`src/rtl/tl_rx_ur_report.sv`:
```
// Unsupported-request reporting: UR completion queue, ERR_NONFATAL message
// request, URD status and first-error header log. Optional TL_RX_UR_ERR_CNT_EN adds ur_count.
module tl_rx_ur_report #(
  parameter int DEPTH     = 4,
  parameter int HDR_WIDTH = 128
) (
  input  logic                 clk,
  input  logic                 rst,
  input  logic                 tlp_valid,
  input  logic                 ur_error,
  input  logic                 non_posted,
  input  logic [HDR_WIDTH-1:0] tlp_hdr,
  input  logic [15:0]          req_id,
  input  logic [9:0]           tag,
  input  logic [5:0]           tc_attr,
  input  logic [6:0]           lower_addr,
  input  logic                 ur_report_en,
  input  logic                 nonfatal_en,
  input  logic                 status_clr,
  output logic                 cpl_valid,
  input  logic                 cpl_ready,
  output logic [38:0]          cpl_desc,
  output logic                 msg_valid,
  input  logic                 msg_ready,
  output logic [7:0]           msg_code,
  output logic                 urd_status,
  output logic [HDR_WIDTH-1:0] hdr_log,
  output logic                 hdr_log_valid,
  output logic                 cpl_overflow
`ifdef TL_RX_UR_ERR_CNT_EN
  ,
  output logic [15:0]          ur_count
`endif
);

  localparam int AW = $clog2(DEPTH);
  localparam logic [AW:0] PTR_ONE = 1;

  typedef enum logic [1:0] {IDLE, SEND, HOLD} msg_state_e;

  logic ur_event;
  logic msg_event;

  assign ur_event  = tlp_valid && ur_error;
  assign msg_event = ur_event && ur_report_en && nonfatal_en;

  // Pending-completion FIFO: extra pointer MSB distinguishes full from empty.
  logic [38:0] mem [DEPTH];
  logic [AW:0] wr_ptr;
  logic [AW:0] rd_ptr;
  logic        fifo_full;
  logic        push_req;
  logic        push;
  logic        pop;

  assign fifo_full = (wr_ptr[AW] != rd_ptr[AW]) && (wr_ptr[AW-1:0] == rd_ptr[AW-1:0]);
  assign push_req  = ur_event && non_posted;
  assign pop       = cpl_valid && cpl_ready;
  assign push      = push_req && (!fifo_full || pop);

  // NOTE: storage carries no reset; only the pointers define what is valid,
  // which keeps the array a plain RAM without a reset fan-out.
  always_ff @(posedge clk) begin
    if (push) mem[wr_ptr[AW-1:0]] <= {req_id, tag, tc_attr, lower_addr};
  end

  // NOTE: state registers use non-blocking assignments so every flop samples
  // pre-edge values regardless of statement order.
  always_ff @(posedge clk) begin
    if (rst) begin
      wr_ptr       <= '0;
      rd_ptr       <= '0;
      cpl_overflow <= 1'b0;
    end else begin
      if (push) wr_ptr <= wr_ptr + PTR_ONE;
      if (pop)  rd_ptr <= rd_ptr + PTR_ONE;
      if (push_req && !push) cpl_overflow <= 1'b1;
    end
  end

  assign cpl_valid = (wr_ptr != rd_ptr);
  assign cpl_desc  = cpl_valid ? mem[rd_ptr[AW-1:0]] : '0;

  // A UR event in the same cycle as status_clr wins over the clear.
  always_ff @(posedge clk) begin
    if (rst) begin
      urd_status    <= 1'b0;
      hdr_log       <= '0;
      hdr_log_valid <= 1'b0;
    end else begin
      if (ur_event)        urd_status <= 1'b1;
      else if (status_clr) urd_status <= 1'b0;

      if (ur_event && (!hdr_log_valid || status_clr)) begin
        hdr_log       <= tlp_hdr;
        hdr_log_valid <= 1'b1;
      end else if (status_clr) begin
        hdr_log_valid <= 1'b0;
      end
    end
  end

  msg_state_e state_q;
  msg_state_e state_d;

  always_ff @(posedge clk) begin
    if (rst) state_q <= IDLE;
    else     state_q <= state_d;
  end

  // NOTE: next state takes its default first so no path leaves it unassigned
  // and no latch is inferred.
  always_comb begin
    state_d = state_q;
    unique case (state_q)
      IDLE: if (msg_event) state_d = SEND;
      SEND: begin
        if (msg_ready)      state_d = msg_event ? SEND : IDLE;
        else if (msg_event) state_d = HOLD;
      end
      HOLD: if (msg_ready) state_d = SEND;
      default: state_d = IDLE;
    endcase
  end

  assign msg_valid = (state_q != IDLE);
  assign msg_code  = msg_valid ? 8'h31 : 8'h00;

`ifdef TL_RX_UR_ERR_CNT_EN
  always_ff @(posedge clk) begin
    if (rst) begin
      ur_count <= '0;
    end else if (status_clr) begin
      ur_count <= ur_event ? 16'd1 : 16'd0;
    end else if (ur_event && (ur_count != 16'hFFFF)) begin
      ur_count <= ur_count + 16'd1;
    end
  end
`endif

endmodule

```
`config.mk`:
```
export PLATFORM = sky130hd
export DESIGN_NAME = tl_rx_ur_report
export DESIGN_NICKNAME = d
export VERILOG_FILES = /design/src/rtl/tl_rx_ur_report.sv
export SDC_FILE = /design/constraint.sdc
export NUM_CORES = 1
export LEC_CHECK = 0
export ABC_AREA = 1
export BUFFER_PORTS_ARGS = -buffer_cell sky130_fd_sc_hd__buf_4
export CORE_MARGIN = 2
export CORE_UTILIZATION = 51
export DETAILED_ROUTE_END_ITERATION = 7
export GPL_TIMING_DRIVEN = 0
export PLACE_DENSITY = 0.82
export RECOVER_POWER = 50
export SYNTH_ARGS = -nofsm -noshare
export SYNTH_HDL_FRONTEND = slang
export SYNTH_SLANG_ARGS = --single-unit
```
`constraint.sdc`:
```
create_clock -name clk -period 4.9 [get_ports clk]
set_input_delay 1.47 -clock clk [delete_from_list [all_inputs] [get_ports clk]]
set_output_delay 1.47 -clock clk [all_outputs]
set_load 0.03 [all_outputs]
```
==> flow_metrics.tcl, run 1 <==
set metrics [dict create \
    detail_route.wirelength_um 32600 \
    grt_start_max_net_pins 27 \
    netlist-cell-type-count 27 \
    hold_path.class "reg2reg" \
    placement.cell_area_um2 14500 \
    synthesis.area_um2 11400 \
    synth.mux.area_fraction 0.0341 \
    synth_simple_gate_area_share 0.132 \
    viasPerCell 5.17 \
    rsz0062_at_grt "no" \
    peakVddDrop_uv 286 \
    stdcell_area_um2 15300 \
    clock-sinks 297 \
    post_synthesis_register_bit_count 297 \
    timing.slew.headroom 0.548 \
    gp_congestion 0.867 \
    synth-warning-count 0 \
    postCtsResizedCells 0 \
    drcViolationCount 0 \
    synth_adder_area_share 0.00547 \
    static-leakage-power_uw 0.00650 \
    critical_path_start_type "flip-flop" \
    fmax_ghz 0.277 \
    main_combinational_cell_family_by_area_after_synthesis "simple AND/OR/NAND/NOR gates" \
    worst_path_dominant_cell_family "buffers and inverters" \
    ctsRootBufferMaster "clkbuf_16" \
    final_layout_size_suffix_gt1_frac 0.284 \
    clk_transition_reported_paths_ns 0.07 \
    slew_violations 0 \
    source_of_the_worst_register_to_register_timing_path "wr_ptr[0]$_SDFFE_PP0P_" \
    avg_wl_per_cell_um 18.2 \
    dieArea_um2 23600 \
    port_buffers 350 \
    overflow 0 \
    initial_utilization 0.522 \
    post-layout-total-power_uw 6320 \
    final-hold-violation-count 0 \
    core_region_area_um2 21900 \
    syn-mean-instance-area_um2 10.5 \
    syn_inst 1084 \
    drt_iter0_markers 626 \
    worstPathRequired_ns 3.43 \
    worstSetupPathType "reg2out" \
    cp_num_buf_inv 4 \
    n_fill_cell 1665 \
    total_via_count_in_the_routed_design 9215 \
    grt_pass1_wl_um 49400 \
    antenna_found_initial 4 \
    finalWorstPathRequiredPeriod_ns 3.61 \
    power.density_nw_per_um2 412 \
    timing.max_cap.violations 0 \
    postCtsSetupRepairBufs 0 \
    transition_at_the_pin_with_the_smallest_max_transition_slack_ns 0.676 \
    grt.total_usage 0.266 \
    synth_area_in_compound_gates 0.0994 \
    worst_path_arrival_time_ns 2.14 \
    critical_path.cell_chain "clkbuf_2 -> clkbuf_1 -> o21ai_0 -> o22ai_1 -> nand2_1 -> inv_1 -> buf_4" \
    post-dp-hpwl_um 23500 \
    number_of_antenna_violating_nets_in_the_routed_design 0 \
    holdWs_ns 0.468 \
    min-delay-start "cpl_overflow$_SDFFE_PP0P_" \
    timing.final.crit_share 0.737 \
    synth_xor_xnor_area_share 0.00153 \
    die_width_um 154 \
    critPathMaxFanout 10 \
    final_common_cell "buf_4" \
    timing.critical_path.slowest_cell_delay_ns 0.41 \
    area_delta_synth_final_pct 34.2 \
    run_status "completed" \
    clk_latency_ns 0.54 \
    cts-buffers-inserted 30 \
    cts_tree "built" \
    nNetsFinal 1656 \
    io-pin-count 357 \
    number_of_global_route_vias_before_repair 9274 \
    crit_slowest_cell "clkbuf_1" \
    htreeDepth 1 \
    setup_tns_ns 0 \
    cts-hold-fix-buffers 0 \
    skew_ns 0.00933 \
    height_of_the_chip_um 154 \
    setup_viol 0 \
    number_of_detailed_routing_iterations_run_before_antenna_repair 5 \
    ys_seq_area_frac 0.657 \
    std_cell_rows 54 \
    cts_max_path_buffers 3 \
    setup.worst_path.end_class "primary output" \
    layout.cells.most_common_list "buf_4, nor2_1, o21ai_0" \
]
per-stage QoR:
step	worst slack [ns]	util	cells
2_1_floorplan	0.861	-	1088
3_3_place_gp	-0.549	0.659	1718
3_5_place_dp	1.55	0.664	1722
4_1_cts	1.28	0.711	1778
5_1_grt	1.18	0.701	1782
6_report	1.29	0.701	1784
worst reg2reg max path, stage by stage (launching register included):
cell and delay (ns):
dfxtp_1 0.35, inv_1 0.15, nand2_1 0.08, nand2_2 0.09, nor2_4 0.05, nand2_2 0.08, nand2_1 0.28, nor2_4 0.64
buf_16 0.25
state kept, by name (all words and copies together) (netlist names), named ones only:
register	cells
hdr_log_valid	1
wr_ptr	3
cpl_overflow	1
urd_status	1
state_q	2
hdr_log	128
rd_ptr	3
mem	156
cells in the mapped netlist:
cell type	count	area, um^2
nand3b_1	1	7.51
nand2_2	7	43.8
nand2_1	58	218
nor2_1	306	1150
o21ai_0	155	776
dfxtp_1	141	2820
buf_6	19	214
edfxtp_1	156	4680
inv_1	58	218
buf_12	3	60.1
mux2i_1	39	390
nor2_2	2	12.5
nand3_1	10	50.1
nor2_4	1	11.3
buf_4	13	97.6
buf_2	19	95.1
a21oi_1	5	25.0
a21oi_2	3	26.3
nand2_4	2	22.5
xor2_1	2	17.5
o22ai_1	39	244
conb_1	1	3.75
clkbuf_1	7	26.3
ha_1	5	62.6
inv_2	3	11.3
clkbuf_2	16	80.1
o21ai_1	13	65.1
final cells by class:
| cell class | instances | area (um^2) | area share |
|---|---|---|---|
| multi-input cells | 653 | 3150 | 0.205 |
| plain buffers | 77 | 557 | 0.0363 |
| clock inverters | 14 | 179 | 0.0117 |
| well taps | 280 | 350 | 0.0228 |
| clock buffers | 42 | 852 | 0.0555 |
| repair buffers | 354 | 2500 | 0.163 |
| flip-flops and latches | 297 | 7510 | 0.489 |
| inverters | 61 | 229 | 0.0149 |
| diodes | 6 | 15.0 | 0.000978 |
worst paths after layout:
kind	endpoint	slack, ns	cells after the start
worst max-delay path	cpl_desc[17]	1.29	7
worst min-delay path	cpl_overflow$_SDFFE_PP0P_	0.47	2
worst max register to register	mem[3][3]$_DFFE_PP_	2.62	8
worst min register to register	cpl_overflow$_SDFFE_PP0P_	0.47	2
cell families (layout without fill, tap and decap cells):
logic type | Yosys count | in the layout
compound gates | 215 | 215
other cells | 1 | 11
simple gates | 387 | 387
fa+ha+maj | 5 | 5
buf+inv | 138 | 548
mux | 39 | 39
flops | 297 | 297
xor+xnor | 2 | 2
report_power, final:
group          switching (uW)  internal [uW]  leakage (uW)
Combinational             753            453       0.00341
Clock                     937           1420      0.000515
Sequential               46.8           2710       0.00257
routing by layer:
layer,share of wire,up-vias,track usage
li1,-,4412,-
met1,0.35,4358,0.292
met2,0.52,378,0.477
met3,0.093,67,0.0848
met4,0.035,0,0.105
met5,0,-,0
(Power assumes the default switching activity.)
==> run 2: changes to the inputs <==
==> constraint.sdc (replaced) <==
create_clock -name clk -period 3.6 [get_ports clk]
set_input_delay 1.08 -clock clk [delete_from_list [all_inputs] [get_ports clk]]
set_output_delay 1.08 -clock clk [all_outputs]
set_load 0.03 [all_outputs]
==> flow_metrics.tcl, run 2 (same netlist as run 1, synthesis figures left out) <==
set metrics [dict create \
    run_status "completed" \
    worstSetupPathType "reg2out" \
    static-leakage-power_uw 0.00650 \
    area.sequential_um2 7510 \
    worst_r2r_endpoint "mem[3][3]$_DFFE_PP_" \
    worst_path_arrival_time_ns 2.24 \
    power.density_nw_per_um2 561 \
    setup_viol 0 \
    gp_congestion 0.867 \
    postCtsSetupRepairBufs 0 \
    dieArea_um2 23600 \
    final_common_cell "buf_4" \
    critical_path_start_type "flip-flop" \
    number_of_detailed_routing_iterations_run_before_antenna_repair 5 \
    multi_input_combinational_cell_area_um2 3140 \
    height_of_the_chip_um 154 \
    avg_wl_per_cell_um 18.3 \
    postCtsResizedCells 0 \
    placed_cells 1722 \
    setup_tns_ns 0 \
    finalNonFillerCells 1784 \
    grt_start_max_net_pins 27 \
    overflow 0 \
    drt_iter0_markers 625 \
    cts-hold-fix-buffers 0 \
    cts_tree "built" \
    min-delay-start "cpl_overflow$_SDFFE_PP0P_" \
    layout.cells.most_common_list "buf_4, nor2_1, o21ai_0, edfxtp_1, dfxtp_1" \
    hold_path.class "reg2reg" \
    initial_utilization 0.522 \
    worstHoldEndpoint "cpl_overflow$_SDFFE_PP0P_" \
    worst_hold_path.num_cells 2 \
    source_of_the_worst_register_to_register_timing_path "wr_ptr[0]$_SDFFE_PP0P_" \
    rr_worst_depth 8 \
    grt.total_usage 0.266 \
    final-hold-violation-count 0 \
    final_layout_size_suffix_gt1_frac 0.282 \
    clk_latency_ns 0.54 \
    dp_slack_ns 0.638 \
    critPathMaxFanout 10 \
    final_critical_path_setup_slack_ns 0.283 \
    slew_violations 0 \
    std_cell_rows 54 \
    stdcell_area_um2 15300 \
    detail_route.wirelength_um 32600 \
    htreeDepth 1 \
    rsz0062_at_grt "no" \
    number_of_antenna_violating_nets_in_the_routed_design 0 \
    clk_transition_reported_paths_ns 0.06 \
    n_fill_cell 1666 \
    transition_at_the_pin_with_the_smallest_max_transition_slack_ns 0.675 \
    nNetsFinal 1656 \
    worstPathRequired_ns 2.52 \
    ctsRootBufferMaster "clkbuf_16" \
    largest_register_ffs 156 \
    skew_ns 0.00850 \
    finalWorstPathRequiredPeriod_ns 3.32 \
    core_region_area_um2 21900 \
    placement.cell_area_um2 14500 \
    port_buffers 350 \
    post-layout-total-power_uw 8600 \
    viasPerCell 5.17 \
    timing.max_cap.violations 0 \
    peakVddDrop_uv 390 \
    drcViolationCount 0 \
    setup.worst_path.end_class "primary output" \
    grt_pass1_wl_um 49400 \
    cts_max_path_buffers 3 \
    post-dp-hpwl_um 23500 \
    cts-buffers-inserted 30 \
    reg2reg_slack_ns 1.33 \
    area_delta_synth_final_pct 34.1 \
    fmax_ghz 0.301 \
    clock-sinks 297 \
    die_width_um 154 \
    io-pin-count 357 \
    antenna_found_initial 4 \
    timing.slew.headroom 0.549 \
    number_of_global_route_vias_before_repair 9274 \
    total_via_count_in_the_routed_design 9226 \
    timing.final.crit_share 0.921 \
]
==> run 2: changes by cell type in the layout (fill, tap and decap cells not counted), sizes merged <==
cell,before,now
buf,342,341
clkbuf,131,132
==> run 2: through the flow <==
stage	util	hold WS (ns)
3_3_place_gp	0.659	0.440
3_5_place_dp	0.664	0.454
2_1_floorplan	-	0.476
6_report	0.701	0.464
5_1_grt	0.700	0.499
4_1_cts	0.711	0.472
==> run 2: how the worst max path moves through the flow <==
stage	start	to	slack, ns	cells past startpoint
2_1_floorplan	tlp_valid	mem[0][0]$_DFFE_PP_	-0.05	4
4_1_cts	flip-flop	cpl_desc[20]	0.37	7
5_1_grt	wr_ptr[0]$_SDFFE_PP0P_	cpl_desc[12]	0.15	9
3_5_place_dp	ur_error	mem[3][12]$_DFFE_PP_	0.64	6
6_report	wr_ptr[0]$_SDFFE_PP0P_	cpl_desc[13]	0.28	9
3_3_place_gp	tlp_valid	mem[1][16]$_DFFE_PP_	-1.46	5
==> run 2: report_power, final <==
group	switching [uW]	leakage [uW]	internal [uW]
logic	1020	0.00341	614
registers	63.6	0.00257	3690
clock network	1270	0.000515	1940
==> run 2: per-layer routing <==
metal | up-vias | track usage | share of wire
met1 | 4359 | 0.292 | 0.35
met5 | - | 0 | 0
met4 | 0 | 0.105 | 0.035
li1 | 4412 | - | -
met3 | 66 | 0.0848 | 0.093
met2 | 389 | 0.477 | 0.52
==> run 2: final cells by class <==
class,count,area share
sequential,297,0.490
multi-input combinational,653,0.205
timing repair buffer,354,0.163
clock buffer,42,0.0556
buffer,77,0.0363
tap,280,0.0228
inverter,61,0.0149
clock inverter,14,0.0117
antenna,6,0.000979
==> run 2: critical path: stages, from the launching register on <==
cell and delay [ns]:
dfxtp_1 0.41, inv_1 0.13, nand2_1 0.09, nand2_2 0.07
nor2_4 0.11, nand2_1 0.30, buf_4 0.30, nand2_1 0.09
inv_1 0.04, buf_4 0.16
==> run 3: changes to the inputs <==
--- a/config.mk
+++ b/config.mk
@@ -7,6 +7,7 @@
 export LEC_CHECK = 0
 export ABC_AREA = 1
 export BUFFER_PORTS_ARGS = -buffer_cell sky130_fd_sc_hd__buf_4
+export CORE_ASPECT_RATIO = 1.25
 export CORE_MARGIN = 2
 export CORE_UTILIZATION = 51
 export DETAILED_ROUTE_END_ITERATION = 7
==> flow_metrics.tcl, run 3 (same netlist as run 1, synthesis figures left out) <==
set metrics [dict create \
    worst_path_arrival_time_ns 2.20 \
    setup.worst_path.end_class "primary output" \
    cts_max_path_buffers 3 \
    source_of_the_worst_register_to_register_timing_path "wr_ptr[0]$_SDFFE_PP0P_" \
    power.density_nw_per_um2 545 \
    gp_congestion 0.852 \
    rr_worst_depth 8 \
    nNetsFinal 1654 \
    final_layout_size_suffix_gt1_frac 0.283 \
    reg2reg_slack_ns 0.93 \
    area_delta_synth_final_pct 33.6 \
    min-delay-start "cpl_overflow$_SDFFE_PP0P_" \
    worst_hold_path.num_cells 2 \
    n_fill_cell 1729 \
    core_region_area_um2 22100 \
    cts_tree "built" \
    ctsRootBufferMaster "clkbuf_16" \
    worstHoldEndpoint "cpl_overflow$_SDFFE_PP0P_" \
    port_buffers 350 \
    peakVddDrop_uv 408 \
    clk_transition_reported_paths_ns 0.06 \
    viasPerCell 5.12 \
    transition_at_the_pin_with_the_smallest_max_transition_slack_ns 1.31 \
    initial_utilization 0.517 \
    static-leakage-power_uw 0.00650 \
    final_common_cell "buf_4" \
    postCtsSetupRepairBufs 0 \
    setup_viol 0 \
    worstSetupPathType "reg2out" \
    worst_r2r_endpoint "mem[3][38]$_DFFE_PP_" \
    p_sw_frac 0.277 \
    hold_path.class "reg2reg" \
    power_frac_clock 0.352 \
    comb_power_share 0.197 \
    skew_ns 0.0145 \
    std_cell_rows 61 \
    run_status "completed" \
    switching_power_uw 2310 \
    dieArea_um2 23600 \
    timing.max_cap.violations 0 \
    clk_latency_ns 0.53 \
    total_via_count_in_the_routed_design 9131 \
    fmax_ghz 0.304 \
    post-dp-hpwl_um 24500 \
    number_of_global_route_vias_before_repair 9012 \
    drt_iter0_markers 576 \
    grt.total_usage 0.268 \
    slew_violations 0 \
    die_width_um 138 \
    setup_tns_ns 0 \
    grt_pass1_wl_um 48100 \
    finalWorstPathRequiredPeriod_ns 3.28 \
    timing.final.crit_share 0.912 \
    htreeDepth 1 \
    height_of_the_chip_um 171 \
    clock-sinks 297 \
    layout.cells.most_common_list "buf_4, nor2_1, o21ai_0, edfxtp_1, dfxtp_1" \
    cts-buffers-inserted 28 \
    io-pin-count 357 \
    intPower_uw 6020 \
    critical_path_start_type "flip-flop" \
    timing.slew.headroom 0.126 \
    number_of_detailed_routing_iterations_run_before_antenna_repair 4 \
    area.sequential_um2 7510 \
    critPathMaxFanout 10 \
    largest_register_ffs 156 \
    power_frac_seq 0.450 \
    final-hold-violation-count 0 \
    rsz0062_at_grt "no" \
    overflow 0 \
    number_of_antenna_violating_nets_in_the_routed_design 0 \
    grt_start_max_net_pins 30 \
    worstPathRequired_ns 2.52 \
    multi_input_combinational_cell_area_um2 3130 \
    detail_route.wirelength_um 32700 \
    cts-hold-fix-buffers 0 \
    post-layout-total-power_uw 8330 \
    postCtsResizedCells 0 \
    drcViolationCount 0 \
    antenna_found_initial 5 \
    avg_wl_per_cell_um 18.3 \
]
==> run 3: worst max path at each step <==
stage	from	to	slack [ns]	cells past startpoint
after floorplan	tlp_valid	mem[0][0]$_DFFE_PP_	-0.05	4
after global placement	tlp_valid	mem[1][12]$_DFFE_PP_	-1.47	5
after detailed placement	tlp_valid	mem[0][9]$_DFFE_PP_	0.57	6
after CTS	flip-flop	cpl_desc[9]	0.34	7
after global routing	wr_ptr[0]$_SDFFE_PP0P_	cpl_desc[18]	0.17	9
final	wr_ptr[0]$_SDFFE_PP0P_	cpl_desc[35]	0.32	9
==> run 3: power by group through the flow <==
stage / Combinational [uW] / Sequential, uW / Clock [uW]
6_report: 1640 / 3750 / 2930
5_1_grt: 1770 / 3760 / 3120
4_1_cts: 1680 / 3750 / 2970
3_5_place_dp: 1670 / 3820 / 0
3_3_place_gp: 1640 / 3820 / 0
2_1_floorplan: 803 / 4010 / 0
==> run 3: layout make-up <==
cell class / instances / area share
inverters: 61 / 0.0150
repair buffers: 354 / 0.169
flip-flops and latches: 297 / 0.491
clock inverters: 14 / 0.00762
well taps: 283 / 0.0232
diodes: 6 / 0.000983
clock buffers: 38 / 0.0530
plain buffers: 77 / 0.0356
multi-input cells: 653 / 0.205
==> run 3: worst max-delay path, stage by stage, from the launching register on <==
cell and delay (ns):
dfxtp_1 0.40, inv_1 0.12, nand2_1 0.09, nand2_2 0.07, nor2_4 0.12, nand2_1 0.29, buf_6 0.27, nand2_1 0.08
inv_1 0.07, buf_4 0.17
==> run 3: metrics by stage <==
stage          cells  instance area, um^2  utilization  hold WS, ns  setup slack [ns]
4_1_cts         1777                15500        0.699        0.463             0.343
3_5_place_dp    1725                14600        0.658        0.452             0.567
3_3_place_gp    1721                14400        0.652        0.440             -1.47
6_report        1783                15300        0.690        0.461             0.315
5_1_grt         1777                15300        0.690        0.494             0.167
2_1_floorplan   1088                11400            -        0.476           -0.0493
==> run 3: layer usage <==
layer  track usage  routed length [um]  vias to the layer above
met1         0.297               11600                     4281
met4        0.0794                 827                        0
li1              -                   -                     4403
met2         0.474               16300                      390
met5             0                   0                        -
met3         0.104                3950                       57
